### config.mk
export PLATFORM = sky130hd
export DESIGN_NAME = regfile_wb_queue
export DESIGN_NICKNAME = d
export VERILOG_FILES = /design/src/rtl/regfile_wb_queue.sv
export SDC_FILE = /design/constraint.sdc
export NUM_CORES = 1
export LEC_CHECK = 0
export ABC_AREA = 1
export CORE_AREA = 5 5 114 116
export CTS_CLUSTER_DIAMETER = 40
export CTS_CLUSTER_SIZE = 14
export DETAILED_ROUTE_END_ITERATION = 7
export DIE_AREA = 0 0 119 121
export GPL_TIMING_DRIVEN = 0
export PLACE_DENSITY = 0.78
export SLEW_MARGIN = 20
export SYNTH_ARGS = -nofsm -noshare
export SYNTH_HDL_FRONTEND = slang
export SYNTH_SLANG_ARGS = --single-unit
### constraint.sdc
create_clock -name clock -period 4.15 [get_ports clock]
set_input_delay 1.0375 -clock clock [delete_from_list [all_inputs] [get_ports clock]]
set_output_delay 1.0375 -clock clock [all_outputs]
set_load 0.01 [all_outputs]
### src/rtl/regfile_wb_queue.sv
// Writeback queue for the 3R/2W register file: buffers execute/load writebacks in order
// and drains up to two per cycle, with a hazard query for operand fetch.
module regfile_wb_queue #(
  parameter int DATA_W = 16,
  parameter int ADDR_W = 6,
  parameter int DEPTH  = 4
) (
  input  logic                     clock,
  input  logic                     reset,
  input  logic                     ex_valid,
  output logic                     ex_ready,
  input  logic [ADDR_W-1:0]        ex_addr,
  input  logic [DATA_W-1:0]        ex_data,
  input  logic                     ld_valid,
  output logic                     ld_ready,
  input  logic [ADDR_W-1:0]        ld_addr,
  input  logic [DATA_W-1:0]        ld_data,
  input  logic                     wb_hold,
  output logic [ADDR_W-1:0]        reg_wr1,
  output logic [DATA_W-1:0]        reg_wr1_data,
  output logic                     reg_wr1_enable,
  output logic [ADDR_W-1:0]        reg_wr2,
  output logic [DATA_W-1:0]        reg_wr2_data,
  output logic                     reg_wr2_enable,
  input  logic [ADDR_W-1:0]        hz_addr,
  output logic                     hz_hit,
  output logic [$clog2(DEPTH):0]   count
);

  localparam int PW = $clog2(DEPTH);
  localparam int CW = PW + 1;

  logic [ADDR_W-1:0] addr_q [DEPTH];
  logic [DATA_W-1:0] data_q [DEPTH];
  logic [PW-1:0]     head, tail, head1, ld_slot, offset;
  logic [CW-1:0]     free;
  logic              ex_acc, ld_acc;

  // Space is judged from the registered count only; a same-cycle drain never frees a slot.
  assign free     = CW'(DEPTH) - count;
  assign ex_ready = (free != '0);
  assign ld_ready = (free >= CW'(2)) | ((free == CW'(1)) & ~ex_valid);
  assign ex_acc   = ex_valid & ex_ready;
  assign ld_acc   = ld_valid & ld_ready;
  assign ld_slot  = tail + PW'(ex_acc);
  assign head1    = head + PW'(1);

  // Port 2 stays idle when the two oldest entries hit the same register, keeping write order.
  assign reg_wr1        = addr_q[head];
  assign reg_wr1_data   = data_q[head];
  assign reg_wr1_enable = ~wb_hold & (count != '0);
  assign reg_wr2        = addr_q[head1];
  assign reg_wr2_data   = data_q[head1];
  assign reg_wr2_enable = ~wb_hold & (count >= CW'(2)) & (addr_q[head1] != addr_q[head]);

  always_comb begin
    hz_hit = 1'b0;
    offset = '0;
    for (int i = 0; i < DEPTH; i++) begin
      offset = PW'(i) - head;
      if (({1'b0, offset} < count) && (addr_q[i] == hz_addr))
        hz_hit = 1'b1;
    end
  end

  always_ff @(posedge clock or posedge reset) begin
    if (reset) begin
      head  <= '0;
      tail  <= '0;
      count <= '0;
    end else begin
      head  <= head + PW'(reg_wr1_enable) + PW'(reg_wr2_enable);
      tail  <= tail + PW'(ex_acc) + PW'(ld_acc);
      count <= count + CW'(ex_acc) + CW'(ld_acc)
               - CW'(reg_wr1_enable) - CW'(reg_wr2_enable);
    end
  end

  // The ex entry lands first so it is older than a simultaneously accepted ld entry.
  always_ff @(posedge clock) begin
    if (ex_acc) begin
      addr_q[tail] <= ex_addr;
      data_q[tail] <= ex_data;
    end
    if (ld_acc) begin
      addr_q[ld_slot] <= ld_addr;
      data_q[ld_slot] <= ld_data;
    end
  end

endmodule

Word level (Yosys, flattened, before mapping) --
Memories as Yosys holds them, arrays and structs flattened. Cells that the tools add are included.
Operators by class: reduce and logical (&&, ||, !) cells 6, equal/unequal tests 6, bitwise logic cells 9, add/subtract/negate cells 14, magnitude comparators 6, multiplexer cells 8, $mul 0, divide/modulo/power cells 0, shifts and indexed selects 0
Operators with widths (number):
- 6-bit equality test | 4
- 2-bit by 3-bit less-than comparator with 1-bit output | 4
- 2-bit by 1-bit adder with 2-bit output | 4
- 1-bit 2-to-1 mux | 8
- 3-bit by 1-bit adder with 3-bit output | 2
- 1-bit bitwise AND | 6
- 3-bit by 2-bit >= comparator with 1-bit output (second input constant) | 2
- 6-bit != test | 1
- 3-bit nonzero test | 2
- 3-bit by 1-bit subtractor with 3-bit output | 2
- 1-bit logical AND | 4
- 1-bit by 2-bit subtractor with 2-bit output (first input constant) | 2
- 2-bit subtractor (first input constant) | 2
- 3-bit by 1-bit equality test with 1-bit output (second input constant) | 1
- 3-bit subtractor (first input constant) | 1
- 2-bit by 1-bit adder with 2-bit output (second input constant) | 1
- 1-bit inverter | 2
- 1-bit bitwise OR | 1
Word-level totals: RAM bits 88, ROM bits 0, latch bits 0, register bits after elaboration 7, memories kept 2, word-level logic and storage cells 54, input port bits 55, output and inout bits 52
Memories:
- data_q | depth 4, bits a word 16, read ports 2, clocked after Yosys merged registers in 0, wr ports 2, line 34 | logic [DATA_W-1:0] data_q [DEPTH];
- addr_q | depth 4, bits a word 6, read ports 6, clocked after Yosys merged registers in 0, wr ports 2, line 33 | logic [ADDR_W-1:0] addr_q [DEPTH];

Logic depth before layout (Yosys ltp) --
word-level depth 8, gate-level depth with buffers 19, depth with buffers taken out 17

Least setup slack after synthesis --
OpenSTA, ideal clock, no wires.
kind in2reg, start input port ex_valid, end memory addr_q[2][0] (enable), path buffers 0, stages on the path 4, arrival 3026 ps, setup slack 689 ps, data required time 3715 ps, library setup time 435 ps, cells stage by stage inv_1 nor2_1 inv_1 o31ai_1
RTL lines:
- start: declaration | line 10 | input logic ex_valid,
- end: declaration | line 33

Worst setup path in the final report --
start input port hz_addr[1], end output port hz_hit
On the way: longest elaborated chain between the ends 6, elaborated cells between the ends (all ways) 12, classes of those cells 4 x eq/ne; 4 x mux; 4 x reduce/logical
RTL lines:
- start: declaration | line 25 | input logic [ADDR_W-1:0] hz_addr,
- 6-bit equality test | line 61 | if (({1'b0, offset} < count) && (addr_q[i] == hz_addr))
- 1-bit logical AND | line 61
- 1-bit 2-to-1 mux (3 in series) | line 61
- 1-bit 2-to-1 mux (*) | line 61
- end: declaration | line 26 | output logic hz_hit,
Mark *: on every way between the ends. The rest lies on a longest branch, timed or not.

==> flow_summary.json <==
{
  "status": "complete, no violations",
  "drv_slew": 0,
  "grt_overflow": 0,
  "worstSetupPathType": "in -> out",
  "synth_flop_cell": "edfxtp_1",
  "start_util_pct": 52.4,
  "fp.dieW_um": 119,
  "tightest_slew_ns": 0.824,
  "crit_required_ns": 3.11,
  "area_delta_synth_final_pct": 26.6,
  "cp_max_fo": 6,
  "cap_violations": 0,
  "hold_path.class": "reg -> reg",
  "min_to": "head[0]",
  "skew_ns": 0.00696,
  "antenna_found_initial": 0,
  "dieArea_um2": 14400,
  "dieHeight_um": 121,
  "synth_edf_count": 88,
  "power_leakage_nw": 3.51,
  "synth-async-reset-ratio_pct": 7.37,
  "post-cts-setup-buffers": 0,
  "yosysMostFrequentCell": "nand2_1",
  "ctsLongestPathBuffers": 2,
  "drt-initial-drc-count": 703,
  "finalHoldViolCount": 0,
  "ys_ff_latch": 95,
  "synthCells": 764,
  "clock_sinks": 95,
  "holdBufCountCts": 0,
  "nets": 955,
  "max-vdd-ir-drop_mv": 0.519,
  "port_buffers": 105,
  "gp_congestion": 0.904,
  "cts_root_buf": "clkbuf_16",
  "drt_wl_total_um": 20800,
  "grt_setup_unrepaired": "no",
  "rr_startpoint": "count[1]",
  "wl_per_cell_um": 20.1,
  "grt_pass1_vias": 5938,
  "postLayoutCellArea_um2": 7830,
  "grt_pass1_wl_um": 31900,
  "h-tree-depth": 3,
  "ys_seq_area_share_pct": 45.6,
  "antenna_left": 0,
  "yosysWarnings": 0,
  "min_period_ns": 4.03,
  "via_per_inst": 6.01,
  "ff2ff_setup_slack_ns": 0.77,
  "syn_nets": 835,
  "vias": 6224,
  "cts_tree": "yes",
  "worstHoldPathCells": 1,
  "final_core_util_pct": 66.3,
  "tns_ns": 0,
  "clkLatencyLatePin_ns": 0.35,
  "holdCritStartpoint": "head[0]",
  "worstPathArrival_ns": 2.99,
  "timing.rr.end": "addr_q[1][5]",
  "coreArea_um2": 11800,
  "grt_max_degree": 16,
  "worst_setup_path_start_kind": "input port",
  "drive_gt1_share_pct": 8.10,
  "avgSynthCellArea_um2": 8.10,
  "power.density_nw_per_um2": 958,
  "yosys-top-cells-area": "edfxtp_1 (43%), nand2_1 (14%), o21ai_0 (7.6%), inv_1 (5.6%), o221ai_1 (3.5%)",
  "fmax_mhz": 248,
  "synthDistinctLibCells": 35,
  "worst_hold_slack_ns": 0.631,
  "regArea_um2": 2820,
  "clk_pin_slew_ns": 0.06,
  "cts_resized": 0,
  "grtUsageTotal_pct": 28.7,
  "fillers": 948,
  "synth.cells.most_frequent": "nand2_1 (234), o21ai_0 (94), inv_1 (92)",
  "relSlewSlack_pct": 45.1,
  "hpwl_um": 15200,
  "drcViolationCount": 0,
  "antenna_cells": 0,
  "multi_input_area_um2": 2830,
  "yosys.area.top_type_share_pct": 42.7,
  "cts-buffers-inserted": 9,
  "placed_area_um2": 7540,
  "syn_area_um2": 6190,
  "end_kind": "output pin",
  "r2r_cells": 10,
  "fin_crit_sh_pct": 97.0,
  "drt_first_pass_iters": 7,
  "rows": 40,
  "synth_top_cell_by_area": "edfxtp_1",
  "io_pins": 107,
  "setup_viol": 0
}
==> area by class of cell <==
class                   instances  area share (%)
clock buffers                   9            2.88
inverters                      96            4.60
clock inverters                 7           0.815
flip-flops and latches         95            36.0
multi-input cells             533            36.1
well taps                     147            2.35
plain buffers                  40            2.91
repair buffers                109            14.3
==> metal layers <==
metal  part of all wire (%)  global-route usage [%]  up-vias
met5                      0                       0        -
met2                     48                    48.1      420
li1                       -                       -     2829
met3                     11                    5.17       71
met4                    3.7                    13.1        0
met1                     37                    36.0     2904
==> registers in the layout (all words and copies together) (netlist names) <==
register  cells
head          2
count         3
data_q       64
tail          2
addr_q       24
==> cell usage in the layout (no fill, tap or decap), types with 5 or more instances in the layout <==
| master | Yosys | final |
|---|---|---|
| a21oi_1 | 6 | 6 |
| a221o_1 | 6 | 6 |
| a22oi_1 | 25 | 25 |
| buf_2 | 21 | 21 |
| clkbuf_1 | 5 | 5 |
| clkbuf_16 | 0 | 9 |
| clkbuf_2 | 5 | 5 |
| clkdlybuf4s50_1 | 0 | 105 |
| dfrtp_1 | 7 | 7 |
| edfxtp_1 | 88 | 88 |
| ha_1 | 13 | 13 |
| inv_1 | 92 | 92 |
| nand2_1 | 234 | 234 |
| nand2_2 | 6 | 6 |
| nand3_1 | 39 | 39 |
| nor2_1 | 39 | 39 |
| nor3_1 | 6 | 6 |
| o21ai_0 | 94 | 92 |
| o221ai_1 | 25 | 25 |
| o22ai_1 | 6 | 6 |
| xnor2_1 | 6 | 6 |
| xor2_1 | 12 | 12 |
==> metrics by stage <==
stage,instances,setup slack (ns),power [mW]
floorplan,764,0.689,4.48
global placement,1016,-1.27,6.36
detailed placement,1020,0.117,6.60
CTS,1036,0.107,7.43
global route,1036,0.0000884,7.94
finish,1036,0.123,7.50
==> report_power, final <==
group          internal [mW]  leakage, nW  switching (mW)
registers               1.71        0.903           0.329
clock network          0.462        0.140           0.353
logic                   1.89         2.47            2.76
total                   4.06         3.51            3.44
==> worst max-delay path: stages <==
cell and delay, ns:
clkdlybuf4s50_1 0.54, or2_2 0.33, a21oi_1 0.19, nand2_1 0.09, nor3_1 0.16, nor2_1 0.06
nand2_1 0.05, clkdlybuf4s50_1 0.53
==> worst max-delay path by stage <==
stage	startpoint	end	slack [ns]	cells after the start
global placement	ex_valid	data_q[3][1]	-1.27	5
floorplan	ex_valid	addr_q[2][0]	0.69	4
global route	head[1]	reg_wr2_enable	0.00009	12
CTS	hz_addr[1]	hz_hit	0.11	8
finish	hz_addr[1]	hz_hit	0.12	8
detailed placement	hz_addr[1]	hz_hit	0.12	8
==> cell families (layout without fill, tap and decap cells) <==
| family | Yosys count | count (layout) | share of synthesized area (%) |
|---|---|---|---|
| AND/OR/NAND/NOR | 331 | 331 | 21.7 |
| AO/OA/AOI/OAI | 167 | 167 | 16.9 |
| buffers and inverters | 136 | 261 | 9.51 |
| flip-flops | 95 | 95 | 45.6 |
| XOR/XNOR | 19 | 19 | 2.81 |
| adder cells (fa/ha/maj) | 16 | 16 | 3.60 |
Power figures use the tool's default switching activity.
